==> src/rtl/codificador_teclado_n.sv <==
`default_nettype none
// +----------------------------------------------------------------------------+
// | codificador_teclado_n                                                      |
// | Keypad front-end: sync, priority encode, debounce, load strobe, 1 Hz tick. |
// | Option macro: CODIFICADOR_AUTOREPEAT_EN (auto-repeat while key held).      |
// | Revision: 1.0                                                              |
// +----------------------------------------------------------------------------+
module codificador_teclado_n #(
    parameter int N_KEYS       = 10,
    parameter int CODE_W       = 4,
    parameter int DEBOUNCE_CYC = 5,
    parameter int TICK_DIV     = 100,
    parameter int REPEAT_DLY   = 50,
    parameter int REPEAT_RATE  = 10
) (
    input  logic              clk100Hz,
    input  logic              clrn,
    input  logic [N_KEYS-1:0] teclado,
    input  logic              enablen,
    output logic [CODE_W-1:0] out_codificado,
    output logic              loadn,
    output logic              key_held,
    output logic              pgt_1Hz
);

    localparam logic [1:0] c_IDLE      = 2'd0;
    localparam logic [1:0] c_DEB_PRESS = 2'd1;
    localparam logic [1:0] c_HELD      = 2'd2;
    localparam logic [1:0] c_DEB_REL   = 2'd3;

    localparam int c_CNT_W = $clog2(DEBOUNCE_CYC + 1);
    localparam logic [c_CNT_W-1:0] c_CNT_ONE = c_CNT_W'(1);
    localparam logic [c_CNT_W-1:0] c_DEB_LAST = c_CNT_W'(DEBOUNCE_CYC - 1);

    localparam int c_DIV_W = $clog2(TICK_DIV);
    localparam logic [c_DIV_W-1:0] c_DIV_ONE = c_DIV_W'(1);
    localparam logic [c_DIV_W-1:0] c_DIV_LAST = c_DIV_W'(TICK_DIV - 1);

    generate
        if ((1 << CODE_W) < N_KEYS || DEBOUNCE_CYC < 1 || TICK_DIV < 2 ||
            REPEAT_DLY < 1 || REPEAT_RATE < 1) begin : g_bad_params
            $error("codificador_teclado_n: illegal parameter set");
        end
    endgenerate

    logic [N_KEYS-1:0] r_sync1;
    logic [N_KEYS-1:0] r_sync2;
    logic [1:0]        r_state;
    logic [1:0]        w_next;
    logic [c_CNT_W-1:0] r_cnt;
    logic [c_CNT_W-1:0] w_cnt_nxt;
    logic [CODE_W-1:0] r_cap;
    logic [CODE_W-1:0] r_out;
    logic [CODE_W-1:0] w_code;
    logic              w_any;
    logic              w_accept;
    logic              w_cap_load;
    logic              w_rep_strobe;
    logic              r_loadn;
    logic [c_DIV_W-1:0] r_div;
    logic              r_tick;

    always_ff @(posedge clk100Hz or negedge clrn) begin
        if (!clrn) begin
            r_sync1 <= '0;
            r_sync2 <= '0;
        end else begin
            r_sync1 <= teclado;
            r_sync2 <= r_sync1;
        end
    end

    // Later (higher) indices overwrite earlier ones: highest key wins.
    always_comb begin
        w_code = '0;
        for (int i = 0; i < N_KEYS; i++) begin
            if (r_sync2[i]) begin
                w_code = CODE_W'(i);
            end
        end
    end

    assign w_any = |r_sync2;

    always_ff @(posedge clk100Hz or negedge clrn) begin
        if (!clrn) begin
            r_state <= c_IDLE;
        end else begin
            r_state <= w_next;
        end
    end

    always_comb begin
        w_next     = r_state;
        w_cnt_nxt  = r_cnt;
        w_accept   = 1'b0;
        w_cap_load = 1'b0;
        if (enablen) begin
            w_next    = c_IDLE;
            w_cnt_nxt = '0;
        end else begin
            case (r_state)
                c_IDLE: begin
                    w_cnt_nxt = '0;
                    if (w_any) begin
                        w_cap_load = 1'b1;
                        if (DEBOUNCE_CYC == 1) begin
                            w_next   = c_HELD;
                            w_accept = 1'b1;
                        end else begin
                            w_next    = c_DEB_PRESS;
                            w_cnt_nxt = c_CNT_ONE;
                        end
                    end
                end
                c_DEB_PRESS: begin
                    if (w_any && (w_code == r_cap)) begin
                        if (r_cnt == c_DEB_LAST) begin
                            w_next    = c_HELD;
                            w_accept  = 1'b1;
                            w_cnt_nxt = '0;
                        end else begin
                            w_cnt_nxt = r_cnt + c_CNT_ONE;
                        end
                    end else begin
                        w_next    = c_IDLE;
                        w_cnt_nxt = '0;
                    end
                end
                c_HELD: begin
                    if (!w_any) begin
                        if (DEBOUNCE_CYC == 1) begin
                            w_next    = c_IDLE;
                            w_cnt_nxt = '0;
                        end else begin
                            w_next    = c_DEB_REL;
                            w_cnt_nxt = c_CNT_ONE;
                        end
                    end
                end
                c_DEB_REL: begin
                    if (w_any) begin
                        w_next    = c_HELD;
                        w_cnt_nxt = '0;
                    end else if (r_cnt == c_DEB_LAST) begin
                        w_next    = c_IDLE;
                        w_cnt_nxt = '0;
                    end else begin
                        w_cnt_nxt = r_cnt + c_CNT_ONE;
                    end
                end
                default: begin
                    w_next    = c_IDLE;
                    w_cnt_nxt = '0;
                end
            endcase
        end
    end

    always_comb begin
        key_held       = ((r_state == c_HELD) || (r_state == c_DEB_REL)) && !enablen;
        loadn          = r_loadn;
        out_codificado = r_out;
        pgt_1Hz        = enablen ? r_tick : ~r_loadn;
    end

    always_ff @(posedge clk100Hz or negedge clrn) begin
        if (!clrn) begin
            r_cnt   <= '0;
            r_cap   <= '0;
            r_out   <= '0;
            r_loadn <= 1'b1;
        end else begin
            r_cnt   <= w_cnt_nxt;
            r_loadn <= ~(w_accept | w_rep_strobe);
            if (w_cap_load) begin
                r_cap <= w_code;
            end
            if (w_accept) begin
                r_out <= w_code;
            end
        end
    end

`ifdef CODIFICADOR_AUTOREPEAT_EN
    localparam int c_REP_MAX = (REPEAT_DLY > REPEAT_RATE) ? REPEAT_DLY : REPEAT_RATE;
    localparam int c_REP_W   = (c_REP_MAX > 1) ? $clog2(c_REP_MAX) : 1;
    localparam logic [c_REP_W-1:0] c_REP_ONE      = c_REP_W'(1);
    localparam logic [c_REP_W-1:0] c_REP_DLY_LAST = c_REP_W'(REPEAT_DLY - 1);
    localparam logic [c_REP_W-1:0] c_REP_RAT_LAST = c_REP_W'(REPEAT_RATE - 1);

    logic [c_REP_W-1:0] r_rep;
    logic               r_rep_ph;
    logic [c_REP_W-1:0] w_rep_lim;

    // Phase 0 waits out the initial delay; phase 1 paces subsequent repeats.
    assign w_rep_lim    = r_rep_ph ? c_REP_RAT_LAST : c_REP_DLY_LAST;
    assign w_rep_strobe = (r_state == c_HELD) && w_any && !enablen && (r_rep == w_rep_lim);

    always_ff @(posedge clk100Hz or negedge clrn) begin
        if (!clrn) begin
            r_rep    <= '0;
            r_rep_ph <= 1'b0;
        end else if ((r_state != c_HELD) || enablen) begin
            r_rep    <= '0;
            r_rep_ph <= 1'b0;
        end else if (r_rep == w_rep_lim) begin
            r_rep    <= '0;
            r_rep_ph <= 1'b1;
        end else begin
            r_rep <= r_rep + c_REP_ONE;
        end
    end
`else
    assign w_rep_strobe = 1'b0;
`endif

    always_ff @(posedge clk100Hz or negedge clrn) begin
        if (!clrn) begin
            r_div  <= '0;
            r_tick <= 1'b0;
        end else if (enablen) begin
            r_tick <= (r_div == c_DIV_LAST);
            r_div  <= (r_div == c_DIV_LAST) ? '0 : r_div + c_DIV_ONE;
        end else begin
            r_div  <= '0;
            r_tick <= 1'b0;
        end
    end

endmodule
`default_nettype wire
==> config.mk <==
export PLATFORM = sky130hd
export DESIGN_NAME = codificador_teclado_n
export DESIGN_NICKNAME = d
export VERILOG_FILES = /design/src/rtl/codificador_teclado_n.sv
export SDC_FILE = /design/constraint.sdc
export NUM_CORES = 1
export LEC_CHECK = 0
export CORE_ASPECT_RATIO = 1.2
export CORE_MARGIN = 10
export CORE_UTILIZATION = 25
export DETAILED_ROUTE_END_ITERATION = 8
export GPL_TIMING_DRIVEN = 0
export PLACE_DENSITY_LB_ADDON = 0.25
export SYNTH_ARGS = -nofsm -noshare
export SYNTH_HDL_FRONTEND = slang
export SYNTH_SLANG_ARGS = --single-unit
==> constraint.sdc <==
create_clock -name clk100Hz -period 2.9 [get_ports clk100Hz]
set_input_delay 0.435 -clock clk100Hz [delete_from_list [all_inputs] [get_ports clk100Hz]]
set_output_delay 0.435 -clock clk100Hz [all_outputs]
set_load 0.1 [all_outputs]
==> flow_summary_export.csv <==
group,metric,value,unit
timing,finalClockSkew,8.64,ps
final_layout,fin_util,0.318,
route,vias,1207,
clock_tree,htree_levels,2,
yosys,synth_edf_count,0,
timing,rsz0062_at_grt,"false",
power,leakage,0.909,nW
clock_tree,cts_resized,2,
clock_tree,clk_transition_reported_paths,80,ps
global_routing,grt.overflow.total,0,
route,drtIter0Drc,78,
setup_path,critPathKind,"input pin to primary output",
yosys,syn_inst,151,
global_routing,antenna_found_initial,0,
placement,dp_hpwl,2.49,mm
setup_path,arrival,2300,ps
die,top_level_ports,20,
route,drtPass1Iterations,4,
global_routing,first_global_vias,1224,
yosys,yosysWarnings,0,
final_layout,fin_nets,194,
final_layout,antennaDiodeCount,0,
placement,pre_cts_slack,-168,ps
yosys,syn_avg_cell_area,11.7,um2
timing,fmax,365,MHz
yosys,syn_area,1760,um2
yosys,synth_cell_types,40,
worst_hold_path,min_path_type,"input pin to async pin",
clock_tree,clk_path_buf_depth,2,
setup_path,startpoint_type,"input pin",
route,post_drt_via_cell_ratio,4.54,
yosys,async_flop_share,1.00,
outcome,status,"completed",
route,wl_per_cell,12.6,um
die,core,6850,um2
clock_tree,cts_hold_buffers,0,
yosys,yosys_register_bits,42,
route,routed_wl,3.35,mm
run,cap_violations,0,
yosys,seq_area_frac_synth,0.597,
die,die_x,96.6,um
route,drtAntennaViolNets,0,
die,start_util,0.257,
setup_path,crit_required,2470,ps
setup_path,path_max_fanout,10,
setup_path,endpoint_kind,"primary output",
yosys,syn-num-nets,167,
placement,numPortBuffers,19,
clock_tree,cts_tree,"built",
route,route.detailed.drc,0,
power,vdd_drop_max,257,uV
die,rows,33,
timing,worstMarginPinSlew,971,ps
timing,setup_viol,0,
yosys,ys.flop_type,"dfrtp_1",
clock_tree,cts_sinks,42,
clock_tree,cts-root-buf,"clkbuf_8",
timing,fin_hold_ws,35.6,ps
timing,period_share,0.944,
power,powerDensity,545,nW/um2
final_layout,area_delta_synth_final,23.8,%
final_layout,drive_gt1_frac,0.112,
die,die_y,112,um
timing,hold_violations,0,
timing,max_slew_margin,0.351,
final_layout,design_area,2180,um2
clock_tree,clock_latency,290,ps
global_routing,grtUsageTotal,0.0654,
placement,placedInstanceArea,2080,um2
clock_tree,postCtsSetupRepairBufs,0,
die,dieArea,10800,um2
global_routing,grt_max_degree,31,
clock_tree,cts_made_buffers,5,
timing,drv_slew,0,
global_routing,grt_pass1_wl,5.91,mm
timing,final.setup.worst_slack,162,ps
timing,min_period,2740,ps
placement,gp_congestion,0.749,
synthesized netlist by cell type, types with 2 or more instances:
library cell / count / share of area
nor4_1: 3 / 0.011
mux2_2: 7 / 0.045
nor3b_1: 2 / 0.0085
clkbuf_1: 3 / 0.0064
inv_1: 5 / 0.011
nand2_1: 6 / 0.013
nor2b_1: 3 / 0.011
o2bb2ai_1: 2 / 0.0099
ha_1: 3 / 0.021
a31oi_1: 2 / 0.0071
nor2_1: 23 / 0.049
a211oi_1: 2 / 0.0085
dfrtp_1: 41 / 0.58
and3_1: 4 / 0.014
nand2b_1: 3 / 0.011
nor3_1: 4 / 0.011
nand3_1: 7 / 0.020
o21ai_0: 3 / 0.0085
a21oi_1: 3 / 0.0085
nor4b_1: 2 / 0.0099
xnor2_1: 3 / 0.015
xor2_1: 2 / 0.0099
layout make-up:
type                            instances  area (um2)
Buffer                                  3        11.3
Tap cell                               87         109
Fill cell                             735        4670
Timing Repair Buffer                   20         204
Clock buffer                            7        76.3
Sequential cell                        42        1050
Multi-Input combinational cell        101         679
Clock inverter                          1        30.0
Inverter                                5        18.8
power by group:
group / internal, mW / switching [mW]
logic: 0.0488 / 0.0531
registers: 0.613 / 0.0219
clock network: 0.258 / 0.194
total: 0.920 / 0.269
registers in the layout, indices dropped and copies added (netlist names):
register,cells
r_cap,4
r_cnt,3
r_sync1,10
r_tick,1
r_div,7
out_codificado,4
r_sync2,10
r_state,2
loadn,1
metal layers:
layer / track usage / vias up / part of all wire
li1: - / 589 / -
met1: 0.0796 / 585 / 0.45
met2: 0.102 / 26 / 0.49
met3: 0.0124 / 7 / 0.026
met4: 0.0443 / 0 / 0.030
met5: 0 / - / 0
path summary, 6_finish.rpt:
check,from,to,slack (ps),cells after the start
setup / recovery,enablen,pgt_1Hz,160,5
hold / removal,clrn,r_div[1],40,1
setup reg to reg,r_sync2[8],out_codificado[2],470,4
hold reg to reg,r_sync1[9],r_sync2[9],340,0
max in group asynchronous,clrn,r_sync1[9],2400,2
min in group clk100Hz,r_sync1[9],r_sync2[9],340,0
through the flow:
| step | power (mW) | TNS, ps | instances |
|---|---|---|---|
| global placement | 0.747 | -310 | 257 |
| global route | 1.25 | 0 | 266 |
| finish | 1.19 | 0 | 266 |
| CTS | 1.21 | 0 | 266 |
| floorplan | 0.702 | 0 | 151 |
| detailed placement | 0.751 | -284 | 258 |
layout by cell type (no fill, tap or decap), types with 3 or more instances in the layout:
cell type,n
a21oi_1,3
and3_1,4
clkbuf_1,5
clkbuf_8,5
clkdlybuf4s50_1,16
dfrtp_1,41
ha_1,3
inv_1,5
mux2_2,7
nand2_1,6
nand2b_1,3
nand3_1,7
nor2_1,23
nor2b_1,3
nor3_1,4
nor4_1,3
xnor2_1,3
critical path, cell delays in order:
cell and delay [ps]:
clkdlybuf4s50_1 500, clkbuf_1 350, nand2_1 90, o21ai_1 90, clkdlybuf4s15_1 840
logic make-up (layout without fill, tap and decap cells):
| group | count (synthesis) | after routing | share of synthesized area |
|---|---|---|---|
| flops | 42 | 42 | 0.597 |
| buf+inv | 8 | 36 | 0.0170 |
| mux | 8 | 8 | 0.0504 |
| compound gates | 23 | 23 | 0.107 |
| simple gates | 62 | 62 | 0.182 |
| fa+ha+maj | 3 | 3 | 0.0213 |
| xor+xnor | 5 | 5 | 0.0249 |
Power figures use the tool's default switching activity.
